**src/rtl/life_pkg.sv**
```systemverilog
// Shared definitions for the Game-of-Life generation engine: state encoding,
// board geometry and the birth/survival rule.
package life_pkg;

   typedef enum logic [1:0] {
      ST_FILL    = 2'd0,
      ST_READY   = 2'd1,
      ST_COMPUTE = 2'd2,
      ST_COMMIT  = 2'd3
   } life_state_t;

   localparam int ROWS  = 4;
   localparam int NBRS  = 8;
   // 0..8 live neighbours needs four bits
   localparam int CNT_W = 4;

   // Number of live cells among the eight neighbours
   function automatic logic [CNT_W-1:0] nbr_count(input logic [NBRS-1:0] nbrs);
      logic [CNT_W-1:0] cnt;
      cnt = {CNT_W{1'b0}};
      for (int k = 0; k < NBRS; k++) begin
         cnt = cnt + CNT_W'(nbrs[k]);
      end
      return cnt;
   endfunction

   // Conway rule: birth on exactly 3, survival on 2 or 3
   function automatic logic life_rule(input logic alive, input logic [CNT_W-1:0] cnt);
      return (cnt == CNT_W'(3)) | (alive & (cnt == CNT_W'(2)));
   endfunction

endpackage

```
**src/rtl/life_cell_rule.sv**
```systemverilog
// One-cell next-state slice: eight neighbour bits plus current state in,
// next-generation state out. Purely combinational.
module life_cell_rule
   import life_pkg::*;
(
   input  logic [NBRS-1:0] i_nbrs,
   input  logic            i_alive,
   output logic            o_next
);

   logic [CNT_W-1:0] w_cnt;

   // Count live neighbours and apply the birth/survival rule
   always_comb begin
      w_cnt  = nbr_count(i_nbrs);
      o_next = life_rule(i_alive, w_cnt);
   end

endmodule

```
**src/rtl/life_gen_engine.sv**
```systemverilog
// Game-of-Life generation engine for a 4-row toroidal board. Rows are loaded
// from board RAM on write_array strobes, the next generation is computed one
// column per cycle on run, and each new row is written back on its write_mem
// strobe.
module life_gen_engine
   import life_pkg::*;
#(
   parameter int COLS  = 16,
   parameter int GEN_W = 16
)(
   input  logic             i_clk,
   input  logic             i_reset,
   input  logic             i_write_array,
   input  logic             i_run,
   input  logic [1:0]       i_pos,
   input  logic             i_write_mem,
   output logic [1:0]       o_mem_addr,
   input  logic [COLS-1:0]  i_mem_rd_data,
   output logic             o_mem_wr_en,
   output logic [COLS-1:0]  o_mem_wr_data,
   output logic             o_board_valid,
   output logic             o_busy,
   output logic             o_overrun,
   output logic [GEN_W-1:0] o_gen_count
);

   localparam int COL_W = $clog2(COLS);

   life_state_t      r_state;
   logic [COLS-1:0]  r_working [ROWS];
   logic [COLS-1:0]  r_next    [ROWS];
   logic [ROWS-1:0]  r_loaded_mask;
   logic [ROWS-1:0]  r_pending;
   logic [COL_W-1:0] r_col;
   logic             r_load_pending;
   logic [1:0]       r_load_row;
   logic             r_run_hold;
   logic             r_board_valid;
   logic             r_busy;
   logic             r_overrun;
   logic [GEN_W-1:0] r_gen_count;

   logic [COL_W-1:0] w_col_l;
   logic [COL_W-1:0] w_col_r;
   logic [NBRS-1:0]  w_nbrs [ROWS];
   logic [ROWS-1:0]  w_next_col;
   logic             w_load_ok;
   logic             w_load_accept;
   logic             w_load_drop;
   logic             w_run_drop;
   logic             w_commit_hit;
   logic [ROWS-1:0]  w_pos_mask;
   logic [ROWS-1:0]  w_pending_after;

   // Toroidal left/right column neighbours of the column being computed
   always_comb begin
      if (r_col == {COL_W{1'b0}}) begin
         w_col_l = COL_W'(COLS - 1);
      end else begin
         w_col_l = r_col - COL_W'(1);
      end
      if (r_col == COL_W'(COLS - 1)) begin
         w_col_r = {COL_W{1'b0}};
      end else begin
         w_col_r = r_col + COL_W'(1);
      end
   end

   // Per-row compute slice; rows wrap 0<->3
   for (genvar r = 0; r < ROWS; r++) begin : g_row
      localparam int RU = (r + ROWS - 1) % ROWS;
      localparam int RD = (r + 1) % ROWS;

      assign w_nbrs[r] = {r_working[RU][w_col_l], r_working[RU][r_col], r_working[RU][w_col_r],
                          r_working[r][w_col_l],                        r_working[r][w_col_r],
                          r_working[RD][w_col_l], r_working[RD][r_col], r_working[RD][w_col_r]};

      life_cell_rule u_rule (
         .i_nbrs  (w_nbrs[r]),
         .i_alive (r_working[r][r_col]),
         .o_next  (w_next_col[r])
      );
   end

   // Strobe qualification: loads only while idle, write-back wins over a load
   always_comb begin
      w_load_ok       = (r_state == ST_FILL) | (r_state == ST_READY);
      w_load_accept   = i_write_array & ~i_write_mem & w_load_ok;
      w_load_drop     = i_write_array & (i_write_mem | ~w_load_ok);
      w_run_drop      = i_run & ((r_state == ST_COMPUTE) | (r_state == ST_COMMIT));
      w_pos_mask      = ROWS'(1) << i_pos;
      w_commit_hit    = (r_state == ST_COMMIT) & i_write_mem & r_pending[i_pos];
      if (w_commit_hit) begin
         w_pending_after = r_pending & ~w_pos_mask;
      end else begin
         w_pending_after = r_pending;
      end
   end

   // Write-back port follows the strobe in the same cycle
   always_comb begin
      o_mem_wr_en = w_commit_hit;
      if (w_commit_hit) begin
         o_mem_wr_data = r_next[i_pos];
      end else begin
         o_mem_wr_data = {COLS{1'b0}};
      end
   end

   assign o_mem_addr    = i_pos;
   assign o_board_valid = r_board_valid;
   assign o_busy        = r_busy;
   assign o_overrun     = r_overrun;
   assign o_gen_count   = r_gen_count;

   // Main sequencer: load capture, generation compute and row commit
   always_ff @(posedge i_clk or posedge i_reset) begin
      if (i_reset) begin
         r_state        <= ST_FILL;
         r_loaded_mask  <= {ROWS{1'b0}};
         r_pending      <= {ROWS{1'b0}};
         r_col          <= {COL_W{1'b0}};
         r_load_pending <= 1'b0;
         r_load_row     <= 2'd0;
         r_run_hold     <= 1'b0;
         r_board_valid  <= 1'b0;
         r_busy         <= 1'b0;
         r_overrun      <= 1'b0;
         r_gen_count    <= {GEN_W{1'b0}};
         for (int r = 0; r < ROWS; r++) begin
            r_working[r] <= {COLS{1'b0}};
            r_next[r]    <= {COLS{1'b0}};
         end
      end else begin
         // RAM data for an accepted load arrives one cycle after the strobe
         r_load_pending <= w_load_accept;
         if (w_load_accept) begin
            r_load_row <= i_pos;
         end
         if (r_load_pending) begin
            r_working[r_load_row]     <= i_mem_rd_data;
            r_loaded_mask[r_load_row] <= 1'b1;
         end
         if (w_load_drop | w_run_drop) begin
            r_overrun <= 1'b1;
         end

         case (r_state)
            ST_FILL: begin
               if (r_loaded_mask == {ROWS{1'b1}}) begin
                  r_state       <= ST_READY;
                  r_board_valid <= 1'b1;
               end
            end
            ST_READY: begin
               // A run that overlaps an in-flight load waits for the capture
               if (i_run | r_run_hold) begin
                  if (r_load_pending | w_load_accept) begin
                     r_run_hold <= 1'b1;
                  end else begin
                     r_run_hold <= 1'b0;
                     r_state    <= ST_COMPUTE;
                     r_col      <= {COL_W{1'b0}};
                     r_busy     <= 1'b1;
                  end
               end
            end
            ST_COMPUTE: begin
               for (int r = 0; r < ROWS; r++) begin
                  r_next[r][r_col] <= w_next_col[r];
               end
               if (r_col == COL_W'(COLS - 1)) begin
                  r_state   <= ST_COMMIT;
                  r_pending <= {ROWS{1'b1}};
                  r_col     <= {COL_W{1'b0}};
               end else begin
                  r_col <= r_col + COL_W'(1);
               end
            end
            ST_COMMIT: begin
               if (w_commit_hit) begin
                  r_working[i_pos] <= r_next[i_pos];
                  r_pending        <= w_pending_after;
                  if (w_pending_after == {ROWS{1'b0}}) begin
                     r_gen_count <= r_gen_count + GEN_W'(1);
                     r_state     <= ST_READY;
                     r_busy      <= 1'b0;
                  end
               end
            end
            default: begin
               r_state <= ST_FILL;
            end
         endcase
      end
   end

endmodule

```
**config.mk**
```make
export PLATFORM = sky130hd
export DESIGN_NAME = life_gen_engine
export DESIGN_NICKNAME = d
export VERILOG_FILES = /design/src/rtl/life_pkg.sv /design/src/rtl/life_cell_rule.sv /design/src/rtl/life_gen_engine.sv
export SDC_FILE = /design/constraint.sdc
export NUM_CORES = 1
export LEC_CHECK = 0
export CAP_MARGIN = 15
export CORE_UTILIZATION = 44
export CTS_CLUSTER_DIAMETER = 40
export CTS_CLUSTER_SIZE = 24
export DETAILED_ROUTE_END_ITERATION = 10
export SLEW_MARGIN = 10
export SYNTH_ARGS = -nofsm -noshare
export SYNTH_HDL_FRONTEND = slang
export SYNTH_HIERARCHICAL = 1
export SYNTH_SLANG_ARGS = --single-unit
```
**constraint.sdc**
```tcl
create_clock -name i_clk -period 11.65 [get_ports i_clk]
set_input_delay 2.33 -clock i_clk [delete_from_list [all_inputs] [get_ports i_clk]]
set_output_delay 2.33 -clock i_clk [all_outputs]
set_load 0.005 [all_outputs]
```
==> flow_results.org, run 1 <==
** Status
- Run status :: finished clean

** Timing
- Relative slew margins :: 0.303
- RSZ-0062 raised after global routing :: false
- Max Slew Vio Count :: 0
- Hold timing on the final database bottoms out at a slack of 0.473 ns.
- Setup violations remaining at the end of the flow were counted as 0.
- For the pin with the worst max-slew slack, the measured transition is between 1 and 1.5 ns.
- Static timing analysis puts the maximum clock frequency at approximately 0.14 GHz.
- The hold violation total from the final report is 0.
- The worst path meets setup with between 4 and 5 ns of slack.
- Accumulated negative setup slack :: 0 ns
- Counting I/O delays and the setup requirement, the final critical path takes 7.22 ns.
- Clock tree skew after final layout :: between 0.009 and 0.01 ns
- Post-route clock period utilization :: 0.620

** Flow run
- The tool flagged a number of max-cap violations equal to 0.

** Yosys
- A synthesized cell averages between 10 and 15 sq um.
- Number of flops mapped to enable cells by yosys :: 0
- The share of the Yosys chip area taken by registers is 0.402.
- Flip-flop cell with the highest count after synthesis :: dfrtp_1
- Counting flops and latches in the post-synthesis netlist gives between 150 and 200.
- During synthesis, Yosys emitted a total of 6 warnings.
- After synthesis, the netlist uses between 50 and 60 different library cells.
- Number of nets produced by synthesis :: around 1000
- In the synthesized netlist the async set-or-reset flop fraction comes to 1.00.
- Area of the mapped netlist :: just over 10000 sq um
- The cell count after synthesis came out at 932.

** Final layout
- Filler cell count in the final layout :: about 2.0k
- Fraction of layout cells with a size suffix above 1 :: 0.194
- Footprint of the flip-flops and latches :: approximately 4100 sq um
- Relative to the synthesized area, the layout overhead comes to 14.8%.
- In the layout the commonest cells are dfrtp_1 (164), nand2_1 (115), o21ai_0 (89).
- Net count, final :: approximately 1.0k
- Leaving out fill and tap cells, the most frequent cell in the layout is dfrtp_1.
- The repair_antennas step left the layout with diodes totalling 0.
- With fillers left out, the area of the finished cells amounts to around 12000 sq um.
- End-of-flow core utilization :: 0.517
- Area taken by multi-input logic gates :: 5730 sq um

** Drt
- Dividing the detail-routed via count by the number of cells gives between 5 and 6.
- Before antenna repair, the detailed router went through 5 iterations.
- Post-detailed-route DRC marker count :: 0
- DRT antenna net count :: 0
- Iter 0 DRT Violations :: approximately 600
- Routed Wire Length :: 27.2 mm
- Dividing the detail-routed wire length by the instance count gives ~21 microns.
- The detailed router placed ~7.5k vias in this run.

** Clock tree
- Post-CTS timing repair inserted 0 buffers for setup.
- The longest clock path from root to sink contains 2 buffers.
- The number of hold buffers added after CTS was 0.
- Worst-Skew Late Latency :: approximately 0.43 ns
- TritonCTS clock tree :: yes
- The H-tree was split into 4 levels.
- Clock Tree Root :: clkbuf_16
- Buffers inserted during clock tree synthesis total 17.
- Clock tree synthesis found a total of 165 sinks.
- In this run, post-CTS repair resized a total of 0 instances.
- After clock tree synthesis, the clock-pin slew on the worst setup and hold paths is about 0.07 ns.

** GRT
- The first global-routing pass estimated 43.7 mm of wire.
- Met3 usage in global routing :: 0.0448
- The layer flagged by global routing as most heavily used is met2.
- For this run, the total global-route usage over all layers was measured as 0.239.
- GR Util met2 :: 0.374
- For this run the aggregate overflow at the end of global routing stands at 0.
- Entering global routing, the biggest net connects 108 pins.
- The via count of the first global-routing pass was ~7.5k.
- Initial antenna violation count :: 1
- For met1 alone, demand over resource in global routing was 0.340.

** Place
- Prior to clock tree synthesis, the placed netlist has a worst setup slack of 4.42 ns.
- Cell area after placement :: about 11000 sq um
- Post-DP HPWL :: ~19 mm
- Routability-driven placement finished with a final weighted congestion of between 0.9 and 1.
- During placement, the flow inserted port buffers numbering 60.

** Power
- Summed over all cells, the static leakage comes to approximately 5.3 nW.
- IR analysis of the VDD net gives a maximum drop of approximately 0.00032 V.
- PD cells :: about 320 nW/um^2

** Floorplan
- Core footprint :: 22800 sq um
- The initial utilization of the core area, before any placement, comes to 0.451.
- Horizontal extent of the die :: 155 microns
- Die span in y :: 155 microns
- Die area :: approximately 24000 sq um
- about 60 I/O pins were placed.
- The floorplan has 55 rows.

** Critical path
- Worst setup EP type :: primary output
- Required time of the worst setup path :: just over 9 ns
- Critical path arrival :: about 4.9 ns
- In this run the worst path has a maximum fanout of 18.
- STA classifies the critical path startpoint as an input pin.
- The setup path with the least slack is of type input pin to primary output.

** Min path
- The path class of the tightest hold or removal check is flop to flop.
## layout make-up
type | instances | share of cell area
flip-flops and latches | 165 | 0.351
clock inverters | 11 | 0.0147
clock buffers | 20 | 0.0388
well taps | 313 | 0.0333
repair buffers | 78 | 0.0627
multi-input cells | 665 | 0.487
inverters | 40 | 0.0132
## kinds of logic after synthesis
logic type / synth area share
multiplexers: 0.269
flip-flops: 0.402
AO/OA/AOI/OAI: 0.105
buffers and inverters: 0.0422
AND/OR/NAND/NOR: 0.111
XOR/XNOR: 0.0137
adder cells (fa/ha/maj): 0.0580
## Yosys cell counts (8+ instances only)
library cell / number / share of area
inv_1: 40 / 0.015
a22oi_1: 11 / 0.0080
mux4_2: 56 / 0.12
xnor2_1: 8 / 0.0068
a21oi_1: 21 / 0.010
fa_1: 16 / 0.031
ha_1: 22 / 0.027
clkbuf_1: 37 / 0.014
xor2_1: 8 / 0.0068
buf_2: 13 / 0.0063
mux2_2: 67 / 0.074
dfrtp_1: 165 / 0.40
and2_1: 20 / 0.012
mux2i_1: 74 / 0.072
nand3b_1: 10 / 0.0073
nand3_1: 27 / 0.013
nor2_1: 24 / 0.0088
nand2_1: 115 / 0.042
o21ai_0: 89 / 0.043
## registers in the layout, indices dropped and copies added (netlist names)
signal,flops
o_board_valid,1
o_busy,1
o_gen_count,16
o_overrun,1
r_col,4
r_load_pending,1
r_load_row,2
r_loaded_mask,4
r_next,64
r_pending,4
r_run_hold,1
r_state,2
r_working,64
## critical path, stage by stage
cell and delay (ns):
clkdlybuf4s50_1 0.63, buf_4 0.36, mux4_2 0.28, nand3_2 0.11, inv_1 0.45, and2_1 0.23
clkdlybuf4s50_1 0.50
## power breakdown
group | internal (W) | total, W | switching (W)
clock | 0.000371 | 0.000606 | 0.000235
combinational | 0.000832 | 0.00224 | 0.00141
sequential | 0.000718 | 0.000872 | 0.000155
## metrics by stage
step                      std cells  power (W)
after floorplan                 932    0.00229
after global placement         1260    0.00309
after detailed placement       1260    0.00314
after CTS                      1291    0.00375
after global routing           1292    0.00404
final                          1292    0.00372
## worst paths after layout
check,from,slack [ns],endpoint,depth (start not counted)
min in group asynchronous,i_reset,2.50,r_next[44],2
min reg2reg,r_loaded_mask[1],0.47,r_loaded_mask[1],1
max in group asynchronous,i_reset,7.81,r_col[0],3
max,i_pos[1],4.43,o_mem_wr_data[4],7
min,r_loaded_mask[1],0.47,r_loaded_mask[1],1
max reg2reg,r_col[0],5.13,r_next[38],16
## per-layer routing
| layer | share of wire | up-vias |
|---|---|---|
| met3 | 0.051 | 29 |
| met1 | 0.47 | 3788 |
| met2 | 0.47 | 197 |
| met4 | 0.014 | 0 |
| met5 | 0 | - |
| li1 | - | 3449 |
No activity file was read; power rests on OpenSTA's default activity.
==> inputs of run 2 (changes only) <==
==> constraint.sdc (replaced) <==
create_clock -name i_clk -period 5.9 [get_ports i_clk]
set_input_delay 1.18 -clock i_clk [delete_from_list [all_inputs] [get_ports i_clk]]
set_output_delay 1.18 -clock i_clk [all_outputs]
set_load 0.005 [all_outputs]
==> run 2 against run 1 <==
Against the previous run:
- clock power is 95% higher
- largest cell class unchanged
- final cell count increased by 0.46%
- critical path type is now flop to flop
- sequential cell count stayed put
- critical endpoint is now r_next[2]
- highest routed layer unchanged
==> flow_results.org, run 2 (synthesis results as in run 1) <==
** Final layout
- Commonest cells after routing, fill and taps aside :: dfrtp_1 (164), nand2_1 (115), o21ai_0 (89)
- End-of-flow core utilization :: 0.518 (+0.00121)
- The total area of sequential cells was 4130 sq um (unchanged).
- From synthesis to final layout, the design area changed by 15.0%.
- The proportion of layout cells with a drive suffix above 1 is 0.196 (+0.00186).
- The total area of multi-input combinational cells came to 5720 sq um (-0.20%).
- Total non-filler cell area in the finished layout :: 11800 sq um (+0.23%)
- The diode insertion count for antenna repair was 0 (unchanged).
- Filler cell count in the final layout :: 2031 (-0.20%)
- The library cell used most frequently in the layout, excluding fill and tap cells, is dfrtp_1.
- Net count, final :: 1033 (+0.49%)

** Timing
- Dividing the final minimum period by the clock period gives 0.915.
- Max Slew Vio Count :: 0 (unchanged)
- Timing would allow up to between 0.15 and 0.2 GHz.
- The smallest hold slack came to 0.472 ns (-0.000583 ns).
- # setup viols final :: 0 (unchanged)
- The worst-case clock skew was 0.0136 ns (+0.00433 ns).
- For the finished layout, the period the worst path requires is roughly 5.4 ns.
- The slew at the pin closest to its max-slew limit came to 0.878 ns (-0.164 ns).
- The hold violation total from the final report is 0 (unchanged).
- Relative slew margins :: 0.415 (+0.112)
- Accumulated negative setup slack :: 0 ns (unchanged)
- RSZ-0062 raised after global routing :: false

** Critical path
- Required time of the worst setup path :: 6.26 ns (-3.06 ns)
- The setup slack of the most critical reg-to-reg path is 0.50 ns (-4.63 ns).
- STA classifies the critical path startpoint as a flop.
- The data arrival time of the critical path is 5.76 ns (+0.87 ns).
- In this run the critical register-to-register path is launched from r_col[0].
- Largest fanout of any net on the critical path :: 19 (+1)
- By startpoint and endpoint, the worst setup path is classified as flop to flop.
- FF-to-FF End :: r_next[2]
- The worst setup path is captured at a flop.
- Cells on worst reg2reg path :: 16 (unchanged)

** Clock tree
- TritonCTS clock tree :: yes
- The H-tree level count is 4 (unchanged).
- Clock net sink count :: 165 (unchanged)
- The tree is rooted in a clkbuf_16.
- The post-CTS setup repair buffer count came to 0 (unchanged).
- CTS resizes :: 0 (unchanged)
- The maximum number of buffers from clock root to sink was 2 (unchanged).
- Worst-Skew Late Latency :: 0.43 ns (about the same)
- Clock slew seen by the registers of the worst setup and hold paths :: 0.06 ns (about the same)
- Hold-fix buffer count after cts :: 0 (unchanged)
- The clock buffer count from CTS is 17 (unchanged).

** GRT
- Initial antenna violation count :: 2 (+1)
- The maximum number of pins on one net before global-route repair is 97 (-10%).
- Wire length of the first global-routing pass :: 43.9 mm (+0.65%)
- Met3 usage in global routing :: 0.0319 (-0.0129)
- The fraction of met2 tracks used by global routing is 0.387 (+0.0131).
- The via count of the first global-routing pass came to 7512 (+0.83%).
- Aggregate global-route resource usage :: 0.242 (+0.00329)
- The total grt overflow is 0 (unchanged).
- The global routing stage identified its most utilized layer as met2.
- The global-route track usage on met1 is 0.341 (+0.00111).

** Drt
- The number of detailed-route iterations in the first pass was 6 (+1).
- Routed len/inst :: 21.1 microns (+0.18%)
- The post-route antenna net violation count was 0 (unchanged).
- Post-detailed-route DRC marker count :: 0 (unchanged)
- Iter 0 DRT Violations :: 683 (+13%)
- The final wirelength is 27.3 mm (+0.64%).
- Avg Vias per Cell :: 5.80 (+0.48%)
- Total via count in the routed design :: 7534 (+0.95%)

** Floorplan
- Die span in y :: 155 microns (unchanged)
- The number of core rows was 55 (unchanged).
- The top-level port count was 61 (unchanged).
- Core footprint :: 22800 sq um (unchanged)
- Die area :: 23900 sq um (unchanged)
- Starting density of the core :: 0.451 (unchanged)
- Horizontal extent of the die :: 155 microns (unchanged)

** Power
- The power density over the cells is 624 nW/um^2 (+97%).
- The worst ir drop on vdd came to 0.000639 V (+100%).
- Leakage power figure :: 5.35 nW (+0.32%)

** Min path
- The startpoint identified for the worst hold timing path is r_loaded_mask[0].
- Worst Hold End :: r_loaded_mask[0]
- Hold/Removal Path Class :: flop to flop
- The worst hold path depth came to 1 (unchanged).

** Place
- The routability congestion estimate from global placement is 0.952 (+1.3%).
- The total of buffers placed on input and output ports was 60 (unchanged).
- Cell area after placement :: 11200 sq um (+0.35%)
- Post-DP HPWL :: 19.2 mm (-0.15%)

** Status
- The run finished with clean final reports.

** Flow run
- The number of max-cap violations is 0 (unchanged).
## run 2: stage by stage
step / total power [W] / instances / setup slack [ns]
floorplan: 0.00451 / 932 / 0.258
global placement: 0.00612 / 1265 / 0.616
detailed placement: 0.00621 / 1265 / 0.523
CTS: 0.00742 / 1297 / 0.511
global route: 0.00796 / 1298 / 0.181
finish: 0.00736 / 1298 / 0.504
## run 2: routing by layer
layer,vias to the layer above,wire length [microns]
li1,3466,-
met3,30,1100
met2,204,13100
met1,3834,12600
met5,-,0
met4,0,518
## run 2: layout make-up
type / instances / share of cell area
clock buffer: 23 / 0.0405
clock inverter: 9 / 0.0119
inverter: 40 / 0.0131
multi-input combinational: 665 / 0.485
sequential: 165 / 0.350
tap: 313 / 0.0332
timing repair buffer: 83 / 0.0668
## run 2: worst max path at each step
stage	to	from	depth (start not counted)	slack, ns
5_1_grt	r_next[3]	r_col[1]	16	0.18
6_report	r_next[2]	r_col[0]	16	0.50
2_1_floorplan	o_board_valid	i_reset	1	0.26
4_1_cts	r_next[2]	r_col[0]	16	0.51
3_3_place_gp	r_next[0]	r_col[0]	18	0.62
3_5_place_dp	r_next[2]	r_col[0]	16	0.52
## run 2: report_power, final
| group | internal (W) | total [W] | switching, W |
|---|---|---|---|
| registers | 0.00142 | 0.00173 | 0.000311 |
| logic | 0.00169 | 0.00445 | 0.00276 |
| clock network | 0.000706 | 0.00118 | 0.000475 |
| total | 0.00382 | 0.00736 | 0.00355 |
## run 2: worst max-delay path, stage by stage, from the launching register on
cell	delay [ns]
dfrtp_2	0.35
inv_1	0.08
ha_2	0.63
inv_1	0.21
nor2_1	0.44
a221oi_1	0.17
o32ai_1	0.63
inv_1	0.15
fa_1	0.56
inv_1	0.05
fa_1	0.43
ha_1	0.22
fa_1	0.38
or2_0	0.20
a21oi_1	0.31
buf_4	0.31
mux2_2	0.20
==> inputs of run 3 (changes only) <==
--- a/config.mk
+++ b/config.mk
@@ -10,6 +10,7 @@
 export CTS_CLUSTER_DIAMETER = 40
 export CTS_CLUSTER_SIZE = 24
 export DETAILED_ROUTE_END_ITERATION = 10
+export GPL_ROUTABILITY_DRIVEN = 0
 export SLEW_MARGIN = 10
 export SYNTH_ARGS = -nofsm -noshare
 export SYNTH_HDL_FRONTEND = slang
==> run 3 against run 2 <==
Against the previous run:
- global-route usage is essentially flat
- die area is the same
- non-clock buffer count grew 4
- via count shrank 1.5%
- clock skew shrank 0.0013 ns
- worst setup slack lost 0.056 ns
- clock power is essentially flat
- clock-buffer cell count shrank 2
- critical path depth grew 2
- sequential cell count is the same
- first-iteration DRC count shrank 18%
- fmax shrank 1.0%
==> flow_results.org, run 3 (synthesis results as in run 1) <==
** Power
- The switching power of the nets came to 0.00351 W (-0.87%).
- The clock power share came to 0.159 (about the same).
- PD cells :: 620 nW/um^2 (-0.58%)
- Fraction of power spent switching nets :: 0.480 (-0.00172)
- The static leakage is 5.36 nW (+0.13%).
- Peak supply drop :: 0.000645 V (+1.0%)
- Portion of total power attributed to combinational logic :: 0.606 (about the same)
- Sequential fraction of design power :: 0.235 (about the same)
- The cell-internal power was 0.00381 W (-0.19%).

** Clock tree
- CTS placed an instance of clkbuf_16 at the clock tree root.
- The clock slew seen by the registers of the worst setup and hold paths is 0.06 ns (about the same).
- The clock buffer count from CTS was 17 (unchanged).
- The clock latency on the worst-skew pair was 0.43 ns (about the same).
- TritonCTS built the clock tree.
- CTS resizes :: 0 (unchanged)
- The maximum number of buffers from clock root to sink was 2 (unchanged).
- The post-CTS setup repair buffer count was 0 (unchanged).
- The number of sinks on the clock net came to 165 (unchanged).
- H-Tree Level Count :: 4 (unchanged)
- The cts-stage hold buffer count is 0 (unchanged).

** Timing
- Relative slew margins :: 0.408 (-0.00680)
- The worst-case clock skew came to 0.0123 ns (-0.00129 ns).
- Final hold violations :: 0 (unchanged)
- The count of final setup violators came to 0 (unchanged).
- Actual slew at the worst max-slew pin :: 0.883 ns (+0.00488 ns)
- The summed negative setup slack over all endpoints came to 0 ns (unchanged).
- RSZ-0062 raised after global routing :: false
- Highest clock frequency the design can meet :: 0.183 GHz (-1.0%)
- Shortest period the worst path allows :: 5.45 ns (+0.0557 ns)
- Post-route clock period utilization :: 0.924 (+0.00944)
- Max Slew Vio Count :: 0 (unchanged)

** Critical path
- Largest stage delay, worst path :: 0.56 ns (-0.07 ns)
- Setup CP Type :: flop to flop
- The largest individual stage delay along the critical path comes from the cell o21ai_0.
- The largest fanout on the critical path was 19 (unchanged).
- The data arrival time of the critical path came to 5.81 ns (+0.05 ns).
- Required time of the worst setup path :: 6.26 ns (about the same)
- The worst setup path is launched from a flop.
- Worst setup EP type :: flop
- On the critical path the largest part of the delay comes from adder cells.
- The number of buffers and inverters on the critical path was 5 (unchanged).
- Critical-path cell list :: buf_4 -> inv_1 -> ha_1 -> or2_2 -> o21ai_0 -> mux4_2 -> mux2i_1 -> o21ai_0 -> inv_1 -> fa_1 -> inv_1 -> fa_1 -> ha_1 -> fa_1 -> o211a_1 -> a211oi_2 -> buf_4 -> mux2_2

** Min path
- In this run the worst hold path is classified as flop to flop.

** Floorplan
- The number of core rows is 55 (unchanged).
- Die span in y :: 155 microns (unchanged)
- The starting density of the core was 0.451 (unchanged).
- The die width is 155 microns (unchanged).
- Core footprint :: 22800 sq um (unchanged)
- Die area :: 23900 sq um (unchanged)
- The top-level port count is 61 (unchanged).

** Drt
- The final wirelength is 27.4 mm (+0.15%).
- Iter 0 DRT Violations :: 563 (-18%)
- Avg Vias per Cell :: 5.70 (-1.8%)
- The total met2 wirelength after detailed routing is 13.0 mm (-0.88%).
- The sum of met3 wire segment lengths after detailed routing came to 1.35 mm (+22%).
- Highest metal used :: met4
- DRT antenna net count :: 0 (unchanged)
- The average wire length per cell after detail routing is 21.0 microns (-0.16%).
- Post-detailed-route DRC marker count :: 0 (unchanged)
- DR pass1 iterations :: 7 (+1)
- The detailed-routing wirelength on met1 is 12.6 mm (unchanged).
- Total via count in the routed design :: 7420 (-1.5%)

** GRT
- Number of global-route vias before repair :: 7406 (-1.4%)
- Aggregate global-route resource usage :: 0.242 (-0.000397)
- Wire length of the first global-routing pass :: 43.4 mm (-1.2%)
- Sum of overflow across all layers after global routing :: 0 (unchanged)
- The maximum number of pins on one net before global-route repair came to 98 (+1.0%).
- Initial antenna violation count :: 0 (-2)

** Final layout
- Most frequent standard cell in the layout excluding fill and tap cells :: dfrtp_1
- The diode insertion count for antenna repair is 0 (unchanged).
- The area added between synthesis and finish was 15.1% (about the same).
- Commonest cells after routing, fill and taps aside :: dfrtp_1 (164), nand2_1 (115), o21ai_0 (89)
- The fraction of the core area covered by cells at the end of the flow came to 0.519 (about the same).
- The number of nets in the final layout came to 1037 (+0.39%).
- The proportion of layout cells with a drive suffix above 1 was 0.200 (+0.00426).

** Flow run
- MaxCap Viol Count :: 0 (unchanged)

** Place
- Input/output buffers :: 60 (unchanged)
- The detailed placement HPWL was 19.5 mm (+1.3%).

** Status
- The run finished with clean final reports.
## run 3: cell types whose count changed in the layout (fill, tap and decap cells not counted), sizes merged
cell	previous run	this run
clkinvlp	2	4
inv	43	42
buf	24	28
clkinv	1	2
clkbuf	23	21
## run 3: final timing paths
check | start | to | slack, ns | cells after the start
min in group asynchronous | i_reset | o_gen_count[10] | 1.31 | 2
setup reg to reg | r_col[0] | r_next[32] | 0.45 | 18
setup / recovery | r_col[0] | r_next[32] | 0.45 | 18
max in group asynchronous | i_reset | r_next[0] | 3.54 | 3
hold / removal | o_gen_count[15] | o_gen_count[15] | 0.47 | 1
hold reg to reg | o_gen_count[15] | o_gen_count[15] | 0.47 | 1
## run 3: per-layer routing
layer | track usage | vias to the layer above
li1 | - | 3468
met1 | 0.338 | 3744
met2 | 0.387 | 181
met3 | 0.0412 | 27
met4 | 0.0712 | 0
met5 | 0 | -
## run 3: cell type report
type                            count  area (sq um)
Fill cell                        2069         11000
Timing Repair Buffer               87           806
Inverter                           40           155
Multi-Input combinational cell    665          5720
Clock buffer                       21           460
Tap cell                          313           392
Sequential cell                   165          4130
Clock inverter                     11           148
## run 3: through the flow
stage	power, W	cell area (sq um)	worst slack (ns)	hold WS [ns]	cells
6_report	0.00732	11800	0.449	0.473	1302
3_5_place_dp	0.00620	11200	0.438	0.454	1269
5_1_grt	0.00790	11800	0.150	0.497	1302
4_1_cts	0.00739	11800	0.421	0.475	1301
2_1_floorplan	0.00451	10300	0.258	0.434	932
3_3_place_gp	0.00607	11200	0.537	0.452	1269
## run 3: power groups by stage
stage          combinational, W  sequential (W)  clock [W]
4_1_cts                 0.00448         0.00172    0.00119
6_report                0.00444         0.00172    0.00116
3_5_place_dp            0.00447         0.00174          0
3_3_place_gp            0.00434         0.00173          0
5_1_grt                 0.00491         0.00176    0.00123
2_1_floorplan           0.00290         0.00161          0
